File: src/rtl/jof32_ex_pkg.sv
// Shared encodings for the JOF32 Execute-stage multiply/divide unit:
// function codes, the signed-select bit, FSM states and the latched request.
package jof32_ex_pkg;

    localparam logic [1:0] MD_MUL  = 2'b00;
    localparam logic [1:0] MD_MULH = 2'b01;
    localparam logic [1:0] MD_DIV  = 2'b10;
    localparam logic [1:0] MD_REM  = 2'b11;

    localparam int OP_SIGNED_BIT = 2;

    typedef enum logic [1:0] {
        ST_IDLE = 2'b00,
        ST_CALC = 2'b01,
        ST_FIN  = 2'b10
    } md_state_e;

    // fn[1] distinguishes divide from multiply; dz remembers op_b==0 at accept
    typedef struct packed {
        logic [1:0] fn;
        logic       dz;
    } md_req_t;

endpackage

File: src/rtl/ex_muldiv_step.sv
// One combinational iteration of the muldiv datapath: shift-add multiply
// step or restoring trial-subtract divide step, chosen by is_div.
module ex_muldiv_step #(
    parameter int WIDTH = 32
) (
    input  logic             is_div,
    input  logic [WIDTH-1:0] hi,
    input  logic [WIDTH-1:0] lo,
    input  logic [WIDTH-1:0] b,
    output logic [WIDTH-1:0] hi_nxt,
    output logic [WIDTH-1:0] lo_nxt
);
    logic [WIDTH:0]   sum;
    logic [WIDTH:0]   shifted;
    logic [WIDTH:0]   trial;
    logic [WIDTH-1:0] addend;

    always_comb begin
        addend  = lo[0] ? b : '0;
        sum     = {1'b0, hi} + {1'b0, addend};
        shifted = {hi, lo[WIDTH-1]};
        // The remainder stays below the divisor, so WIDTH+1 bits hold the borrow
        trial   = shifted - {1'b0, b};
        hi_nxt  = sum[WIDTH:1];
        lo_nxt  = {sum[0], lo[WIDTH-1:1]};
        if (is_div) begin
            if (trial[WIDTH]) begin
                hi_nxt = shifted[WIDTH-1:0];
                lo_nxt = {lo[WIDTH-2:0], 1'b0};
            end else begin
                hi_nxt = trial[WIDTH-1:0];
                lo_nxt = {lo[WIDTH-2:0], 1'b1};
            end
        end
    end

endmodule

File: src/rtl/ex_muldiv_unit.sv
// Iterative multiply/divide unit beside the JOF32 ALU, one step per cycle.
// Signed operation is built only when JOF32_MULDIV_SIGNED_EN is defined.
module ex_muldiv_unit
    import jof32_ex_pkg::*;
#(
    parameter int WIDTH = 32
) (
    input  logic             clk,
    input  logic             rst_n,
    input  logic             start,
    input  logic             kill,
    input  logic [2:0]       op,
    input  logic [WIDTH-1:0] op_a,
    input  logic [WIDTH-1:0] op_b,
    output logic             busy,
    output logic             done,
    output logic [WIDTH-1:0] result,
    output logic             div_zero
);
    localparam int CW = $clog2(WIDTH + 1);

    md_state_e        state, state_nxt;
    md_req_t          req;
    logic [CW-1:0]    cnt;
    logic [WIDTH-1:0] a_q, b_mag;
    logic [WIDTH-1:0] acc_hi, acc_lo;
    logic [WIDTH-1:0] hi_nxt, lo_nxt;
    logic [WIDTH-1:0] a_abs, b_abs;
    logic [2*WIDTH-1:0] prod;
    logic [WIDTH-1:0] quot, rem, res_fix;
    logic             accept;

    assign accept = (state == ST_IDLE) && start && !kill;
    assign busy   = (state != ST_IDLE);

`ifdef JOF32_MULDIV_SIGNED_EN
    logic sgn, a_neg, b_neg;
    logic neg_q, neg_r;

    assign sgn   = op[OP_SIGNED_BIT];
    assign a_neg = sgn & op_a[WIDTH-1];
    assign b_neg = sgn & op_b[WIDTH-1];
    assign a_abs = a_neg ? -op_a : op_a;
    assign b_abs = b_neg ? -op_b : op_b;

    always_ff @(posedge clk or negedge rst_n) begin
        if (!rst_n) begin
            neg_q <= 1'b0;
            neg_r <= 1'b0;
        end else if (accept) begin
            neg_q <= a_neg ^ b_neg;
            neg_r <= a_neg;
        end
    end
`else
    logic unused_sign;
    assign unused_sign = op[OP_SIGNED_BIT];
    assign a_abs       = op_a;
    assign b_abs       = op_b;
`endif

    ex_muldiv_step #(.WIDTH(WIDTH)) u_step (
        .is_div (req.fn[1]),
        .hi     (acc_hi),
        .lo     (acc_lo),
        .b      (b_mag),
        .hi_nxt (hi_nxt),
        .lo_nxt (lo_nxt)
    );

    always_ff @(posedge clk or negedge rst_n) begin
        if (!rst_n) state <= ST_IDLE;
        else        state <= state_nxt;
    end

    always_comb begin
        state_nxt = state;
        case (state)
            ST_IDLE: if (start && !kill) state_nxt = ST_CALC;
            ST_CALC: begin
                if (kill)                 state_nxt = ST_IDLE;
                else if (cnt == CW'(1))   state_nxt = ST_FIN;
            end
            ST_FIN:  state_nxt = ST_IDLE;
            default: state_nxt = ST_IDLE;
        endcase
    end

    // Sign fix-up and result select, applied on the way out of FIN
    always_comb begin
        prod = {acc_hi, acc_lo};
        quot = acc_lo;
        rem  = acc_hi;
`ifdef JOF32_MULDIV_SIGNED_EN
        if (neg_q) begin
            prod = -prod;
            quot = -quot;
        end
        if (neg_r) rem = -rem;
`endif
        case (req.fn)
            MD_MUL:  res_fix = prod[WIDTH-1:0];
            MD_MULH: res_fix = prod[2*WIDTH-1:WIDTH];
            MD_DIV:  res_fix = req.dz ? '1 : quot;
            MD_REM:  res_fix = req.dz ? a_q : rem;
            default: res_fix = '0;
        endcase
    end

    always_ff @(posedge clk or negedge rst_n) begin
        if (!rst_n) begin
            req      <= '0;
            cnt      <= '0;
            a_q      <= '0;
            b_mag    <= '0;
            acc_hi   <= '0;
            acc_lo   <= '0;
            result   <= '0;
            div_zero <= 1'b0;
            done     <= 1'b0;
        end else begin
            done <= 1'b0;
            if (accept) begin
                req    <= '{fn: op[1:0], dz: (op_b == '0)};
                cnt    <= CW'(WIDTH);
                a_q    <= op_a;
                b_mag  <= b_abs;
                acc_hi <= '0;
                acc_lo <= a_abs;
            end else if (state == ST_CALC && !kill) begin
                acc_hi <= hi_nxt;
                acc_lo <= lo_nxt;
                cnt    <= cnt - CW'(1);
            end else if (state == ST_FIN && !kill) begin
                result   <= res_fix;
                div_zero <= req.fn[1] & req.dz;
                done     <= 1'b1;
            end
        end
    end

endmodule
File: config.mk
export PLATFORM = sky130hd
export DESIGN_NAME = ex_muldiv_unit
export DESIGN_NICKNAME = d
export VERILOG_FILES = /design/src/rtl/jof32_ex_pkg.sv /design/src/rtl/ex_muldiv_step.sv /design/src/rtl/ex_muldiv_unit.sv
export SDC_FILE = /design/constraint.sdc
export NUM_CORES = 1
export LEC_CHECK = 0
export ABC_AREA = 0
export CAP_MARGIN = 20
export CORE_ASPECT_RATIO = 2
export CORE_MARGIN = 1.5
export CORE_UTILIZATION = 50
export CTS_BUF_LIST = sky130_fd_sc_hd__clkbuf_4
export DETAILED_ROUTE_END_ITERATION = 10
export PLACE_DENSITY = 0.76
export SKIP_CTS_REPAIR_TIMING = 1
export SYNTH_ARGS = -nofsm -noshare
export SYNTH_HDL_FRONTEND = slang
export SYNTH_SLANG_ARGS = --single-unit
File: constraint.sdc
create_clock -name clk -period 6.61 [get_ports clk]
set_input_delay 0.9915 -clock clk [delete_from_list [all_inputs] [get_ports clk]]
set_output_delay 0.9915 -clock clk [all_outputs]
set_load 0.02 [all_outputs]
==> impl_metrics.py, run 1 <==
metrics = {
    "detailed_routing": {
        "ant_nets": 0,
        "drt_iter0_drc": 531,
        "drc_errors": 0,
        "drtPass1Iterations": 5,
        "dr_total_vias": 10700,
        "viasPerCell": 6.14,
        "drt-total-wl_mm": 33.9,
        "routedWlPerCell_um": 19.4,
    },
    "place": {
        "io_buffer_count": 104,
        "routabilityCongestion": 0.949,
        "place_ws_ps": 2230,
        "dp_hpwl_mm": 24.8,
    },
    "critical_path": {
        "crit_slowest_cell": "xnor2_4",
        "worstPathMaxFanout": 21,
        "critPathCaptureType": "register",
        "cp-start-kind": "register",
        "cpMostUsedCell": "a21oi_1",
        "worstPathArrival_ps": 4990,
        "worstSetupPathType": "reg2reg",
        "critPathMaxStageDelay_ps": 700,
        "path_cells": "inv_1 -> ha_1 -> fa_1 -> nand2b_1 -> a21oi_1 -> o22ai_1 -> o211a_1 -> o211a_2 -> xnor2_4 -> buf_4 -> mux2_2 -> a21oi_1 -> nor2_1",
        "crit_required_ps": 7150,
    },
    "grt": {
        "grt_max_degree": 73,
        "grt_first_pass_wirelength_mm": 54.1,
        "grtUsageTotal_pct": 27.9,
        "overflow": 0,
        "antenna_found_initial": 1,
        "first_global_vias": 10600,
    },
    "timing": {
        "final.period_utilization_pct": 67.3,
        "finClkSkew_ps": 22.5,
        "worst_pin_slew_ps": 1090,
        "hold_viol": 0,
        "final_max_slew_viol_count": 0,
        "grt_setup_unrepaired": "no",
        "finalSetupViolations": 0,
        "post-route-min-period_ps": 4450,
        "max_clock_freq_mhz": 225,
        "setup_tns_ps": 0,
        "hold_ws_ps": 299,
        "relSlewSlack_pct": 27.4,
        "worst_slack_ps": 2160,
    },
    "die": {
        "coreArea_um2": 23200,
        "die_area_um2": 24600,
        "initial_utilization_pct": 50.9,
        "die_height_um": 220,
        "io_pins": 106,
        "core.rowCount": 79,
        "die_x_um": 112,
    },
    "yosys": {
        "yosysWarnings": 0,
        "seq_area_frac_synth_pct": 36.6,
        "synth_ff_type": "dfrtp_1",
        "synth-seq-cells": 173,
        "syn_area_per_cell_um2": 8.50,
        "synth_cells": 1391,
        "synthArstFlopShare_pct": 100,
        "synth-edff-count": 0,
        "netlist-cell-type-count": 61,
        "syn_area_um2": 11800,
        "synth_nets": 1530,
    },
    "clock_tree": {
        "htree_levels": 4,
        "ctsLongestPathBuffers": 2,
        "clkLatencyLatePin_ps": 640,
        "clk_pin_slew_ps": 140,
        "clockRootBuffer": "clkbuf_4",
        "cts.sinks": 173,
        "cts_tree": "built",
        "cts_buffers": 17,
    },
    "status": {
        "outcome": "finished, final reports clean",
    },
    "final_layout": {
        "n_fill_cell": 2107,
        "drive_gt1_share_pct": 4.11,
        "final_util_pct": 57.1,
        "final_nets": 1585,
        "synthToLayoutAreaGrowth_pct": 12.1,
    },
    "pwr": {
        "p_leak_nw": 6.44,
        "peakVddDrop_mv": 0.278,
        "powerDensity_nw_per_um2": 395,
    },
    "job": {
        "drv_cap": 0,
    },
    "worst_hold_path": {
        "worstHoldPathType": "in2async",
    },
}
-- power by group --
part           internal (mW)  total [mW]  switching [mW]
clock network          0.164       0.567           0.403
registers               1.34        1.67           0.328
logic                   1.26        3.00            1.74
total                   2.76        5.23            2.47
-- area by class of cell --
class	count	area [um2]	area share (%)
Clock inverter	12	90.1	0.680
Sequential cell	173	4330	32.7
Inverter	51	191	1.44
Timing Repair Buffer	117	1140	8.60
Antenna cell	1	2.50	0.0189
Clock buffer	20	150	1.13
Multi-Input combinational cell	1086	6990	52.8
Tap cell	283	354	2.67
-- worst max-delay path: cells and delay by family, from the launching register on --
family                     cells  cell delay, ps
DFF                            1             420
adders and majority gates      2             600
and+or+nand+nor                2             250
AOI/OAI and AO/OA              5            1520
xor gates and xnor gates       1             700
muxes                          1             370
buffers and inverters          2             470
-- Yosys cell counts (17+ instances only) --
cell | n | area share (%)
nor3_1 | 17 | 0.72
inv_1 | 51 | 1.6
a211oi_1 | 17 | 1.1
a21oi_1 | 97 | 4.1
o21ai_0 | 121 | 5.1
nor2_1 | 119 | 3.8
ha_1 | 66 | 7.0
and2_1 | 38 | 2.0
a21o_1 | 63 | 4.0
a221oi_1 | 35 | 2.6
xor2_1 | 19 | 1.4
mux2i_1 | 82 | 6.9
o211ai_1 | 17 | 1.1
xnor2_1 | 39 | 2.9
nand2_1 | 201 | 6.4
dfrtp_1 | 173 | 37
clkbuf_1 | 68 | 2.2
-- state kept, by name, summed over array words and instances (netlist names) --
register,count
a_q,32
acc_hi,32
acc_lo,32
b_mag,32
result,32
cnt,6
req,3
state,2
div_zero,1
done,1
-- metal layers --
| layer | wire, um | vias up | global-route usage [%] |
|---|---|---|---|
| met5 | 0 | - | 0 |
| met2 | 17500 | 360 | 49.9 |
| met1 | 12800 | 5182 | 31.4 |
| met4 | 2000 | 0 | 16.8 |
| met3 | 1620 | 103 | 3.83 |
| li1 | - | 5059 | - |
-- logic make-up (layout without fill, tap and decap cells) --
family | count (synthesis) | after routing | synth area share, %
flops | 173 | 173 | 36.6
xor+xnor | 59 | 59 | 4.53
buf+inv | 132 | 200 | 4.46
other cells | 0 | 1 | 0
compound gates | 422 | 422 | 22.8
fa+ha+maj | 68 | 68 | 7.32
mux | 84 | 84 | 7.13
simple gates | 453 | 453 | 17.1
-- through the flow --
step / area (um2) / std cells / power, mW
2_1_floorplan: 11800 / 1391 / 3.85
3_3_place_gp: 13000 / 1710 / 4.58
3_5_place_dp: 13000 / 1710 / 4.63
4_1_cts: 13300 / 1742 / 5.21
5_1_grt: 13300 / 1743 / 5.61
6_report: 13300 / 1743 / 5.23
-- cells in the final DEF, fill, tap and decap left out, types with 19 or more instances in the layout --
cell and n:
ha_1 66, clkbuf_4 20, a221oi_1 35, mux2i_1 82
and2_1 38, o21ai_0 121, a21oi_1 97, xor2_1 19
inv_1 51, a21o_1 63, dfrtp_1 171, nor2_1 117
clkdlybuf4s50_1 103, xnor2_1 39, nand2_1 198
-- worst paths after layout --
| path | from | slack [ps] | cells after the start | to |
|---|---|---|---|---|
| max in group asynchronous | rst_n | 5000 | 2 | acc_lo[10]$_DFFE_PN0N_ |
| max reg2reg | acc_lo[31]$_DFFE_PN0N_ | 2160 | 13 | acc_hi[3]$_DFFE_PN0N_ |
| max | acc_lo[31]$_DFFE_PN0N_ | 2160 | 13 | acc_hi[3]$_DFFE_PN0N_ |
| min reg2reg | a_q[1]$_DFFE_PN0P_ | 490 | 2 | a_q[1]$_DFFE_PN0P_ |
| min | rst_n | 300 | 1 | result[12]$_DFFE_PN0P_ |
| min in group clk | a_q[1]$_DFFE_PN0P_ | 490 | 2 | a_q[1]$_DFFE_PN0P_ |
Note: power is estimated with default switching activity, not from simulation.
==> run 2: changes to the inputs <==
- PLACE_DENSITY: 0.76 -> 0.79
- clock period: 6.61 -> 4 ns (I/O delays scaled with it)
==> impl_metrics.py, run 2 (synthesis gave the netlist of run 1 again) <==
metrics = {
    "status": {
        "outcome": "finished, final reports clean",
    },
    "final_layout": {
        "synthToLayoutAreaGrowth_pct": 13.8,
        "final_common_cell": "nand2_1",
        "multi_input_area_um2": 6990,
        "n_fill_cell": 2081,
        "drive_gt1_share_pct": 4.77,
        "final_area_um2": 13500,
        "ff_latch_area_um2": 4330,
        "final_cell_mix": "nand2_1, dfrtp_1, o21ai_0, nor2_1, clkdlybuf4s50_1",
        "final_nets": 1596,
    },
    "place": {
        "io_buffer_count": 104,
        "placed_cell_area_um2": 13100,
        "routabilityCongestion": 0.953,
        "dp_hpwl_mm": 25.9,
        "place_ws_ps": 282,
    },
    "clock_tree": {
        "cts_tree": "built",
        "cts_buffers": 17,
        "clkLatencyLatePin_ps": 660,
        "htree_levels": 4,
        "cts.sinks": 173,
        "ctsLongestPathBuffers": 2,
        "clk_pin_slew_ps": 160,
        "clockRootBuffer": "clkbuf_4",
    },
    "worst_hold_path": {
        "hold-path-cell-count": 3,
        "min-delay-start": "op[0]",
        "holdPathEnd": "req[1]$_DFFE_PN0P_",
        "worstHoldPathType": "in2reg",
    },
    "timing": {
        "finClkSkew_ps": 29.3,
        "finalSetupViolations": 0,
        "post-route-min-period_ps": 3800,
        "final_max_slew_viol_count": 0,
        "final.period_utilization_pct": 95.0,
        "hold_viol": 0,
        "grt_setup_unrepaired": "no",
        "worst_pin_slew_ps": 956,
        "max_clock_freq_mhz": 263,
        "setup_tns_ps": 0,
        "worst_slack_ps": 200,
        "relSlewSlack_pct": 36.1,
    },
    "grt": {
        "antenna_found_initial": 2,
        "grt_first_pass_wirelength_mm": 57.0,
        "overflow": 0,
        "grtUsageTotal_pct": 29.4,
        "grt_max_degree": 132,
        "first_global_vias": 10900,
    },
    "detailed_routing": {
        "drt_iter0_drc": 589,
        "viasPerCell": 6.15,
        "routedWlPerCell_um": 20.1,
        "drt-total-wl_mm": 35.2,
        "drc_errors": 0,
        "drtPass1Iterations": 5,
        "dr_total_vias": 10800,
        "ant_nets": 0,
    },
    "critical_path": {
        "worstPathArrival_ps": 4380,
        "reg2reg_from": "acc_lo[31]$_DFFE_PN0N_",
        "cp-start-kind": "register",
        "critPathCaptureType": "register",
        "r2r_cells": 13,
        "worstSetupPathType": "reg2reg",
        "worstPathMaxFanout": 10,
        "crit_required_ps": 4580,
        "rr_endpoint": "acc_hi[27]$_DFFE_PN0N_",
        "r2r_slack_ps": 200,
    },
    "pwr": {
        "powerDensity_nw_per_um2": 674,
        "p_leak_nw": 6.55,
        "peakVddDrop_mv": 0.393,
    },
    "die": {
        "die_area_um2": 24600,
        "die_height_um": 220,
        "initial_utilization_pct": 50.9,
        "die_x_um": 112,
        "io_pins": 106,
        "coreArea_um2": 23200,
        "core.rowCount": 79,
    },
    "job": {
        "drv_cap": 0,
    },
}
run 2: cell count changes in the layout (fill, tap and decap cells not counted):
cell,delta
buf_12,+4
buf_4,+6
bufinv_16,+3
clkbuf_4,-2
clkinv_1,-2
clkinv_4,-2
clkinvlp_4,-2
diode_2,+1
dlygate4sd3_1,+1
inv_6,+4
nor2_1,+1
nor2_2,-1
run 2: final cells by class:
type | instances | share of cell area (%)
Sequential cell | 173 | 32.2
Inverter | 51 | 1.42
Clock buffer | 18 | 1.00
Tap cell | 283 | 2.63
Multi-Input combinational cell | 1086 | 51.9
Timing Repair Buffer | 128 | 9.47
Clock inverter | 13 | 1.30
Antenna cell | 2 | 0.0372
run 2: per-layer routing:
| layer | GRT usage (%) | wire (um) | up-vias |
|---|---|---|---|
| met5 | 0 | 0 | - |
| met4 | 17.1 | 1920 | 0 |
| met3 | 4.41 | 1580 | 119 |
| met2 | 52.1 | 18500 | 348 |
| met1 | 33.5 | 13200 | 5215 |
| li1 | - | - | 5100 |
run 2: power breakdown:
part | internal [mW] | switching, mW | leakage (nW)
Clock | 0.453 | 0.699 | 0.167
Sequential | 2.21 | 0.595 | 2.23
Combinational | 2.18 | 2.93 | 4.15
Total | 4.85 | 4.22 | 6.55
run 2: worst max-delay path: stages, from the launching register on:
cell      delay, ps
dfrtp_1         430
inv_1            80
ha_1            210
fa_1            390
nand2b_1        200
a21oi_1         320
o22ai_1         250
o211a_1         380
o211a_2         360
xnor2_4         290
buf_4           260
and3_1          320
a221oi_1        110
o21ai_1         120
run 2: how the worst max path moves through the flow:
stage,from,to,slack (ps),cells past startpoint
2_1_floorplan,acc_lo[31]$_DFFE_PN0N_,acc_hi[6]$_DFFE_PN0N_,1040,13
3_3_place_gp,acc_lo[31]$_DFFE_PN0N_,acc_hi[27]$_DFFE_PN0N_,350,13
3_5_place_dp,acc_lo[31]$_DFFE_PN0N_,acc_hi[21]$_DFFE_PN0N_,280,13
4_1_cts,acc_lo[31]$_DFFE_PN0N_,acc_hi[27]$_DFFE_PN0N_,270,13
5_1_grt,acc_lo[31]$_DFFE_PN0N_,acc_hi[27]$_DFFE_PN0N_,150,13
6_report,acc_lo[31]$_DFFE_PN0N_,acc_hi[27]$_DFFE_PN0N_,200,13
run 2: through the flow:
stage / power (mW) / util (%) / instances / hold WS [ps]
2_1_floorplan: 6.36 / - / 1391 / 304
3_3_place_gp: 7.76 / 56.5 / 1719 / 457
3_5_place_dp: 7.84 / 56.5 / 1719 / 462
4_1_cts: 9.02 / 57.8 / 1750 / -42.4
5_1_grt: 9.72 / 57.9 / 1754 / 431
6_report: 9.07 / 57.9 / 1754 / 465
==> run 3: changes to the inputs <==
- CAP_MARGIN: 20 -> unset
- GPL_TIMING_DRIVEN: unset -> 0
==> impl_metrics.py, run 3 (synthesis gave the netlist of run 1 again) <==
metrics = {
    "detailed_routing": {
        "drc_errors": 0,
        "drt_iter0_drc": 733,
        "drt-total-wl_mm": 38.2,
        "viasPerCell": 6.09,
        "ant_nets": 0,
        "dr_total_vias": 11000,
        "routedWlPerCell_um": 21.1,
        "drtPass1Iterations": 7,
    },
    "die": {
        "io_pins": 106,
        "die_height_um": 220,
        "initial_utilization_pct": 50.9,
        "die_area_um2": 24600,
        "core.rowCount": 79,
        "die_x_um": 112,
        "coreArea_um2": 23200,
    },
    "place": {
        "routabilityCongestion": 0.988,
        "io_buffer_count": 104,
        "place_ws_ps": 48.3,
        "dp_hpwl_mm": 30.3,
    },
    "final_layout": {
        "final_nets": 1655,
        "final_common_cell": "nand2_1",
        "synthToLayoutAreaGrowth_pct": 14.6,
        "final_util_pct": 58.4,
        "n_fill_cell": 2138,
        "drive_gt1_share_pct": 3.27,
        "final_cell_mix": "nand2_1, dfrtp_1, o21ai_0, nor2_1, clkdlybuf4s50_1",
    },
    "timing": {
        "max_clock_freq_mhz": 262,
        "worst_slack_ps": 184,
        "worst_pin_slew_ps": 1100,
        "finalSetupViolations": 0,
        "grt_setup_unrepaired": "no",
        "finClkSkew_ps": 28.9,
        "relSlewSlack_pct": 25.8,
        "setup_tns_ps": 0,
        "post-route-min-period_ps": 3820,
        "final.period_utilization_pct": 95.4,
        "final_max_slew_viol_count": 0,
        "hold_viol": 0,
    },
    "pwr": {
        "peakVddDrop_mv": 0.429,
        "p_leak_nw": 6.54,
        "powerDensity_nw_per_um2": 665,
    },
    "critical_path": {
        "r2r_slack_ps": 180,
        "critPathCaptureType": "register",
        "cp-start-kind": "register",
        "worstPathArrival_ps": 4330,
        "r2r_cells": 13,
        "rr_endpoint": "acc_hi[29]$_DFFE_PN0N_",
        "worstPathMaxFanout": 8,
        "reg2reg_from": "acc_lo[0]$_DFFE_PN0N_",
        "crit_required_ps": 4510,
        "worstSetupPathType": "reg2reg",
    },
    "clock_tree": {
        "cts_buffers": 17,
        "cts.sinks": 173,
        "htree_levels": 4,
        "clkLatencyLatePin_ps": 660,
        "clockRootBuffer": "clkbuf_4",
        "ctsLongestPathBuffers": 2,
        "clk_pin_slew_ps": 160,
        "cts_tree": "built",
    },
    "grt": {
        "use_met2_pct": 58.0,
        "grtUsageTotal_pct": 31.7,
        "first_global_vias": 11400,
        "grt_first_pass_wirelength_mm": 59.9,
        "grt_max_degree": 116,
        "overflow": 0,
        "antenna_found_initial": 1,
        "grt_busiest_layer": "met2",
        "grt_use_met3_pct": 5.12,
        "met1_usage_pct": 32.8,
    },
    "status": {
        "outcome": "finished, final reports clean",
    },
    "job": {
        "drv_cap": 0,
    },
    "worst_hold_path": {
        "worstHoldPathType": "in2async",
    },
}
[run 3: cell types whose count changed in the layout (fill, tap and decap cells not counted), moves of 3 or more]
cell	previous run	this run
buf_12	4	0
buf_4	19	1
nand2_2	3	0
clkbuf_1	0	67
buf_1	0	4
clkinv_1	0	3
nand2_1	198	201
buf_2	0	5
[run 3: worst max-delay path, cell delays in order, from the launching register on]
cell      delay (ps)
dfrtp_1          550
and2_1           180
ha_1             190
inv_1             70
fa_1             420
nand2b_1         220
a21oi_1          320
o21ai_0          210
o211ai_1         470
a21o_1           230
a21oi_1          150
o31a_1           320
xor2_1           200
o221ai_1         130
[run 3: worst max-delay path by stage]
stage	start	end	slack (ps)	cells past startpoint
after CTS	acc_lo[0]$_DFFE_PN0N_	acc_hi[28]$_DFFE_PN0N_	10	13
after detailed placement	acc_lo[0]$_DFFE_PN0N_	acc_hi[28]$_DFFE_PN0N_	50	13
after global placement	rst_n	b_mag[25]$_DFFE_PN0P_	-4940	1
final	acc_lo[0]$_DFFE_PN0N_	acc_hi[29]$_DFFE_PN0N_	180	13
after floorplan	acc_lo[31]$_DFFE_PN0N_	acc_hi[6]$_DFFE_PN0N_	1040	13
after global routing	acc_lo[0]$_DFFE_PN0N_	acc_hi[29]$_DFFE_PN0N_	80	13
[run 3: cell type report]
| type | instances | area (um2) | share of cell area [%] |
|---|---|---|---|
| diodes | 1 | 2.50 | 0.0185 |
| repair buffers | 106 | 1080 | 7.99 |
| clock inverters | 13 | 139 | 1.02 |
| flip-flops and latches | 173 | 4330 | 31.9 |
| clock buffers | 19 | 143 | 1.05 |
| well taps | 283 | 354 | 2.61 |
| inverters | 51 | 191 | 1.41 |
| multi-input cells | 1086 | 6980 | 51.5 |
| plain buffers | 81 | 338 | 2.49 |
[run 3: power by group]
| group | internal (mW) | total [mW] | switching, mW |
|---|---|---|---|
| logic | 2.13 | 5.17 | 3.04 |
| clock network | 0.388 | 1.06 | 0.676 |
| registers | 2.21 | 2.78 | 0.573 |
| total | 4.73 | 9.02 | 4.29 |
[run 3: through the flow]
step           cell area (um2)  hold slack, ps  power, mW  std cells
4_1_cts                  13500            -159       8.95       1811
3_5_place_dp             13300             462       7.87       1779
2_1_floorplan            11800             304       6.36       1391
3_3_place_gp             13200             458       7.81       1778
6_report                 13600             442       9.02       1813
5_1_grt                  13600             449       9.66       1813
[run 3: layer usage]
| metal | routed length [um] | vias to the layer above |
|---|---|---|
| met5 | 0 | - |
| met4 | 2490 | 0 |
| li1 | - | 5198 |
| met3 | 1730 | 142 |
| met2 | 20200 | 389 |
| met1 | 13800 | 5305 |
